File: src/rtl/cart_io_sequencer.sv
// cart_io_sequencer: console-side controller for the cartridge mapper bus.
// After reset it unlocks the mapper (5Ah, A5h), checks the 18-bit SO sync
// stream, then arbitrates two requesters onto timed I/O-register bus cycles.
//
// Handshake: a requester raises REQx with WEx/Ax/WDx stable and holds them
// until it sees the one-cycle ACKx pulse; RD and ERR are valid only while
// ACKx is high. The cycle in which ACKx is high never starts a new grant for
// that same requester, so a held REQ is not mistaken for a second request.
module cart_io_sequencer #(
  parameter int          WAIT_CYC  = 2,
  parameter logic [17:0] SYNC_PAT  = 18'h05140,
  parameter bit          UNLOCK_EN = 1'b1
) (
  input  logic       CLK,
  input  logic       RST,
  input  logic       REQ0,
  input  logic       REQ1,
  input  logic       WE0,
  input  logic       WE1,
  input  logic [7:0] A0,
  input  logic [7:0] A1,
  input  logic [7:0] WD0,
  input  logic [7:0] WD1,
  output logic       ACK0,
  output logic       ACK1,
  output logic [7:0] RD,
  output logic       ERR,
  output logic       READY,
  output logic       FAIL,
  output logic [7:0] BUS_ADDR,
  output logic [7:0] DQ_O,
  output logic       DQ_OE,
  input  logic [7:0] DQ_I,
  output logic       SSn,
  output logic       CEn,
  output logic       OEn,
  output logic       WEn,
  input  logic       SO,
  output logic [3:0] DBG_STATE
);

  localparam logic [3:0] ST_RST_W  = 4'd0;
  localparam logic [3:0] ST_UNLK_A = 4'd1;
  localparam logic [3:0] ST_UNLK_N = 4'd2;
  localparam logic [3:0] ST_SYNC   = 4'd3;
  localparam logic [3:0] ST_READY  = 4'd4;
  localparam logic [3:0] ST_FAIL   = 4'd5;
  localparam logic [3:0] ST_SETUP  = 4'd6;
  localparam logic [3:0] ST_STROBE = 4'd7;
  localparam logic [3:0] ST_HOLD   = 4'd8;

  localparam logic [3:0] STRB_LOAD = 4'(WAIT_CYC - 1);

  logic [3:0]  state;
  logic [3:0]  strb_cnt;
  logic [4:0]  sync_cnt;
  logic [17:0] sync_sh;
  logic [17:0] sync_next;
  logic        gnt;       // requester owning the current bus cycle
  logic        last_gnt;  // requester granted most recently
  logic        we_r;
  logic        req0_v;
  logic        req1_v;
  logic        pick1;

  assign DBG_STATE = state;

  // A requester is ignored during its own ACK cycle (REQ not yet dropped).
  assign req0_v = REQ0 & ~ACK0;
  assign req1_v = REQ1 & ~ACK1;

  // Round-robin: lone requester wins; on contention the one not granted last.
  assign pick1 = req1_v & (~req0_v | ~last_gnt);

  // SO arrives LSB first, so each new sample enters at the top.
  assign sync_next = {SO, sync_sh[17:1]};

  // Sequencer FSM with all bus outputs registered alongside it.
  always_ff @(posedge CLK or posedge RST) begin
    if (RST) begin
      state    <= ST_RST_W;
      strb_cnt <= 4'd0;
      sync_cnt <= 5'd0;
      sync_sh  <= 18'd0;
      gnt      <= 1'b0;
      last_gnt <= 1'b1;   // makes requester 0 win the first contention
      we_r     <= 1'b0;
      ACK0     <= 1'b0;
      ACK1     <= 1'b0;
      ERR      <= 1'b0;
      RD       <= 8'h00;
      READY    <= 1'b0;
      FAIL     <= 1'b0;
      BUS_ADDR <= 8'h00;
      DQ_O     <= 8'h00;
      DQ_OE    <= 1'b0;
      SSn      <= 1'b1;
      CEn      <= 1'b1;
      OEn      <= 1'b1;
      WEn      <= 1'b1;
    end else begin
      ACK0 <= 1'b0;
      ACK1 <= 1'b0;
      ERR  <= 1'b0;
      case (state)
        ST_RST_W: begin
          if (UNLOCK_EN) begin
            state    <= ST_UNLK_A;
            BUS_ADDR <= 8'h5A;
          end else begin
            state <= ST_READY;
            READY <= 1'b1;
          end
        end
        ST_UNLK_A: begin
          state    <= ST_UNLK_N;
          BUS_ADDR <= 8'hA5;
        end
        ST_UNLK_N: begin
          state    <= ST_SYNC;
          BUS_ADDR <= 8'h00;
          sync_cnt <= 5'd0;
          sync_sh  <= 18'd0;
        end
        ST_SYNC: begin
          sync_sh  <= sync_next;
          sync_cnt <= sync_cnt + 5'd1;
          if (sync_cnt == 5'd17) begin
            if (sync_next == SYNC_PAT) begin
              state <= ST_READY;
              READY <= 1'b1;
            end else begin
              state <= ST_FAIL;
              FAIL  <= 1'b1;
            end
          end
        end
        ST_READY: begin
          if (req0_v || req1_v) begin
            state    <= ST_SETUP;
            gnt      <= pick1;
            last_gnt <= pick1;
            we_r     <= pick1 ? WE1 : WE0;
            BUS_ADDR <= pick1 ? A1 : A0;
            SSn      <= 1'b0;
            if (pick1 ? WE1 : WE0) begin
              DQ_O  <= pick1 ? WD1 : WD0;
              DQ_OE <= 1'b1;
            end
          end
        end
        ST_SETUP: begin
          state    <= ST_STROBE;
          strb_cnt <= STRB_LOAD;
          if (we_r) WEn <= 1'b0;
          else      OEn <= 1'b0;
        end
        ST_STROBE: begin
          if (strb_cnt == 4'd0) begin
            state <= ST_HOLD;
            OEn   <= 1'b1;
            WEn   <= 1'b1;
            if (!we_r) RD <= DQ_I;
          end else begin
            strb_cnt <= strb_cnt - 4'd1;
          end
        end
        ST_HOLD: begin
          state    <= ST_READY;
          SSn      <= 1'b1;
          DQ_OE    <= 1'b0;
          DQ_O     <= 8'h00;
          BUS_ADDR <= 8'h00;
          if (gnt) ACK1 <= 1'b1;
          else     ACK0 <= 1'b1;
        end
        ST_FAIL: begin
          // Refuse every request without touching the bus.
          if (req0_v) begin
            ACK0 <= 1'b1;
            ERR  <= 1'b1;
          end
          if (req1_v) begin
            ACK1 <= 1'b1;
            ERR  <= 1'b1;
          end
        end
        default: state <= ST_RST_W;
      endcase
    end
  end

endmodule

File: config.mk
export PLATFORM = sky130hd
export DESIGN_NAME = cart_io_sequencer
export DESIGN_NICKNAME = d
export VERILOG_FILES = /design/src/rtl/cart_io_sequencer.sv
export SDC_FILE = /design/constraint.sdc
export NUM_CORES = 1
export LEC_CHECK = 0
export CORE_ASPECT_RATIO = 1.2
export CORE_MARGIN = 2
export CORE_UTILIZATION = 52
export CTS_CLUSTER_DIAMETER = 50
export DETAILED_ROUTE_END_ITERATION = 6
export GPL_TIMING_DRIVEN = 0
export HOLD_SLACK_MARGIN = 0.1
export PLACE_DENSITY = 0.94
export SLEW_MARGIN = 20
export SYNTH_ARGS = -nofsm -noshare
export SYNTH_HDL_FRONTEND = slang
export SYNTH_SLANG_ARGS = --single-unit
export TNS_END_PERCENT = 30
File: constraint.sdc
create_clock -name CLK -period 6 [get_ports CLK]
set_input_delay 1.2 -clock CLK [delete_from_list [all_inputs] [get_ports CLK]]
set_output_delay 1.2 -clock CLK [all_outputs]
set_load 0.005 [all_outputs]
==> metrics.md <==
| Metric | Value |
|---|---|
| Fraction of registers with async set/reset | `100.0%` |
| Post-synth top area share | `49.82%` |
| Final setup viols | `0` |
| Crit-path max FO | `10` |
| Clock Power Share | `18.6%` |
| Maximum clock path buffer count | `2` |
| WL/cell | `16.04 um` |
| Setup bufs post-CTS | `0` |
| CP Launch Type | `input port` |
| Sw frac | `35.57%` |
| Hold Worst Slack | `466.1 ps` |
| Initial DRT Pass Iterations | `4` |
| Final Wtd Congestion | `0.7895` |
| Setup ws final | `3237 ps` |
| Crit share post-route | `46.06%` |
| Pwr dens | `471.6 nW/um^2` |
| Top Ports | `85` |
| Main synth FF type | `dfrtp_1` |
| Area Growth Syn to Fin | `37.12%` |
| Synth warnings | `1` |
| Critical path endpoint category | `register` |
| Max-cap violations | `0` |
| Synth area leaders | `dfrtp_1 (50%), mux2i_1 (6.4%), a22o_1 (5.3%)` |
| Die area | `6627 sq um` |
| Mapped cell area | `3114 sq um` |
| Dpl cell area | `4075 sq um` |
| Vias per inst | `5.579` |
| Critical Path AT | `3030 ps` |
| Largest family of logic cells by synthesized area | `compound AO/OA/AOI/OAI gates` |
| Number of synthesized flops with an enable pin | `0` |
| Mux cell area share after synthesis | `9.321%` |
| GRT Util Overall | `23.94%` |
| Storage cell area | `1657 sq um` |
| Congestion Overflow GR | `0` |
| Antenna Violating Nets Remaining | `0` |
| Synth Area in Simple Gates | `14.02%` |
| Inserted Clock Buffers | `9` |
| Post-DP HPWL | `5.145 mm` |
| Mean post-synth cell area | `11.00 sq um` |
| Initial antenna violation count | `0` |
| Status | `finished clean` |
| Reg2reg path depth | `6` |
| Setup Skew | `10.10 ps` |
| Internal | `1.297 mW` |
| Vias post-DR | `2583` |
| H-tree levels | `3` |
| Fmax | `361.9 MHz` |
| Resized cells post-CTS | `0` |
| Clock sinks | `66` |
| Slew HR | `36.14%` |
| Setup slack at placement | `2902 ps` |
| Iteration-0 DRC Markers | `164` |
| Yosys reg bits | `66` |
| Xor-xnor portion of the synthesized cell area | `0.5625%` |
| Synth Area in Compound Gates | `16.87%` |
| Post-route minimum period | `2763 ps` |
| Setup TNS | `0 ps` |
| Syn_nets | `334` |
| Switching Power | `0.7164 mW` |
| Comb pwr share | `42.8%` |
| Count leader, synth | `dfrtp_1` |
| Synth cell count leaders | `dfrtp_1 (62), nand2_1 (25), mux2i_1 (20)` |
| Final hold vios | `0` |
| Worst endpoint required time | `6270 ps` |
| PortBufs | `83` |
| WHS Path Cells | `2` |
| Leak | `1.857 nW` |
| Multi-input logic area | `1324 sq um` |
| Routed WL | `7.426 mm` |
| Synth Area in Adders | `1.607%` |
| Site Rows | `30` |
| CTS tree | `built` |
| RSZ-0062 raised after global routing | `no` |
| Register share of total power | `38.7%` |
| Final Max Tran Viols | `0` |
| DR DRC count | `0` |
| Synth area leader | `dfrtp_1` |
| Least-Margin Pin Slew | `945.0 ps` |
| Die width | `74.65 um` |
| Largest net degree at the start of global routing | `58` |
| Share of layout cells above drive strength 1 | `11.23%` |
| Worst-path clk slew | `70 ps` |
| Distinct cells, synth | `50` |
| Worst hold path class | `register to register` |
| CORE AREA | `5705 sq um` |
| # hold bufs at CTS | `0` |
| Root Driver | `clkbuf_8` |
| Skew-Pair Late Insertion Delay | `350 ps` |
| Final Cell Area | `4270 sq um` |
| Max VDD drop | `0.0002983 V` |
| Crit path kind | `input port to register` |
| Sequential area share after synthesis | `53.19%` |
| Post-synthesis cell count | `283` |
| Vias in the first global route | `2598` |
| Die H | `88.78 um` |
| Initial Util | `54.58%` |
| First-pass GRT wire length | `11.86 mm` |
| Fill count | `408` |
| Antenna Cells | `0` |
| Layout Nets | `429` |
worst paths after layout:
check / from / endpoint / slack (ps)
max: REQ0 / DQ_O[4] / 3240
min: SSn / SSn / 470
max reg2reg: strb_cnt[0] / RD[2] / 3960
min reg2reg: SSn / SSn / 470
max in group asynchronous: RST / SSn / 4330
min in group asynchronous: RST / DQ_O[1] / 1090
layer usage:
layer,GRT usage [%],wire length (um),share of wire (%),vias to the layer above
met1,27.18,2865,39,1259
met4,8.117,134,1.8,0
met2,42.72,3909,53,92
met5,0,0,0,-
li1,-,-,-,1217
met3,6.948,516,6.9,15
power groups by stage:
stage / sequential [mW] / combinational [mW] / clock [mW]
2_1_floorplan: 0.765 / 0.491 / 0
3_3_place_gp: 0.770 / 0.815 / 0
3_5_place_dp: 0.785 / 0.849 / 0
4_1_cts: 0.780 / 0.865 / 0.373
5_1_grt: 0.804 / 0.949 / 0.396
6_report: 0.779 / 0.861 / 0.374
state kept, by name, summed over array words and instances (netlist names), 4 cells and up:
signal     flops
BUS_ADDR       8
DBG_STATE      4
DQ_O           8
RD             8
strb_cnt       4
sync_cnt       5
sync_sh       17
critical path: stages:
cell and delay, ps:
clkdlybuf4s50_1 480, nor2b_1 410, o21ai_1 290, a21oi_1 200, buf_4 240, mux2i_1 210
cells by family (layout without fill, tap and decap cells):
group / Yosys count / after routing
compound gates: 72 / 72
xor+xnor: 2 / 2
fa+ha+maj: 4 / 4
buf+inv: 31 / 131
flops: 66 / 66
mux: 28 / 28
other cells: 1 / 1
simple gates: 79 / 79
cell type report:
| cell class | count | share of cell area, % |
|---|---|---|
| Buffer | 18 | 1.992 |
| Multi-Input combinational cell | 186 | 31.00 |
| Timing Repair Buffer | 84 | 20.10 |
| Sequential cell | 66 | 38.79 |
| Clock inverter | 5 | 1.260 |
| Clock buffer | 11 | 3.311 |
| Tap cell | 80 | 2.344 |
| Inverter | 13 | 1.201 |
through the flow:
stage / instances / utilization, % / power (mW)
5_1_grt: 463 / 74.85 / 2.149
6_report: 463 / 74.85 / 2.014
3_3_place_gp: 446 / 70.90 / 1.585
3_5_place_dp: 447 / 71.43 / 1.634
4_1_cts: 463 / 74.85 / 2.018
2_1_floorplan: 283 / - / 1.256
placed cells by master, fill, tap and decap left out, types with 4 or more instances in the layout:
master,n
nand3_1,13
o21ai_0,13
a32oi_1,6
o221ai_1,4
nand2b_1,5
buf_2,5
dfrtp_1,62
clkbuf_8,10
clkdlybuf4s50_1,83
inv_1,12
a22o_1,19
a21o_1,5
clkbuf_1,10
dfstp_2,4
a21oi_1,6
mux2i_1,20
a31oi_1,4
mux2_2,8
nor2b_1,5
nor2_1,9
nand2_1,25
nor3_1,4
ha_1,4
No activity file was read; power rests on OpenSTA's default activity.
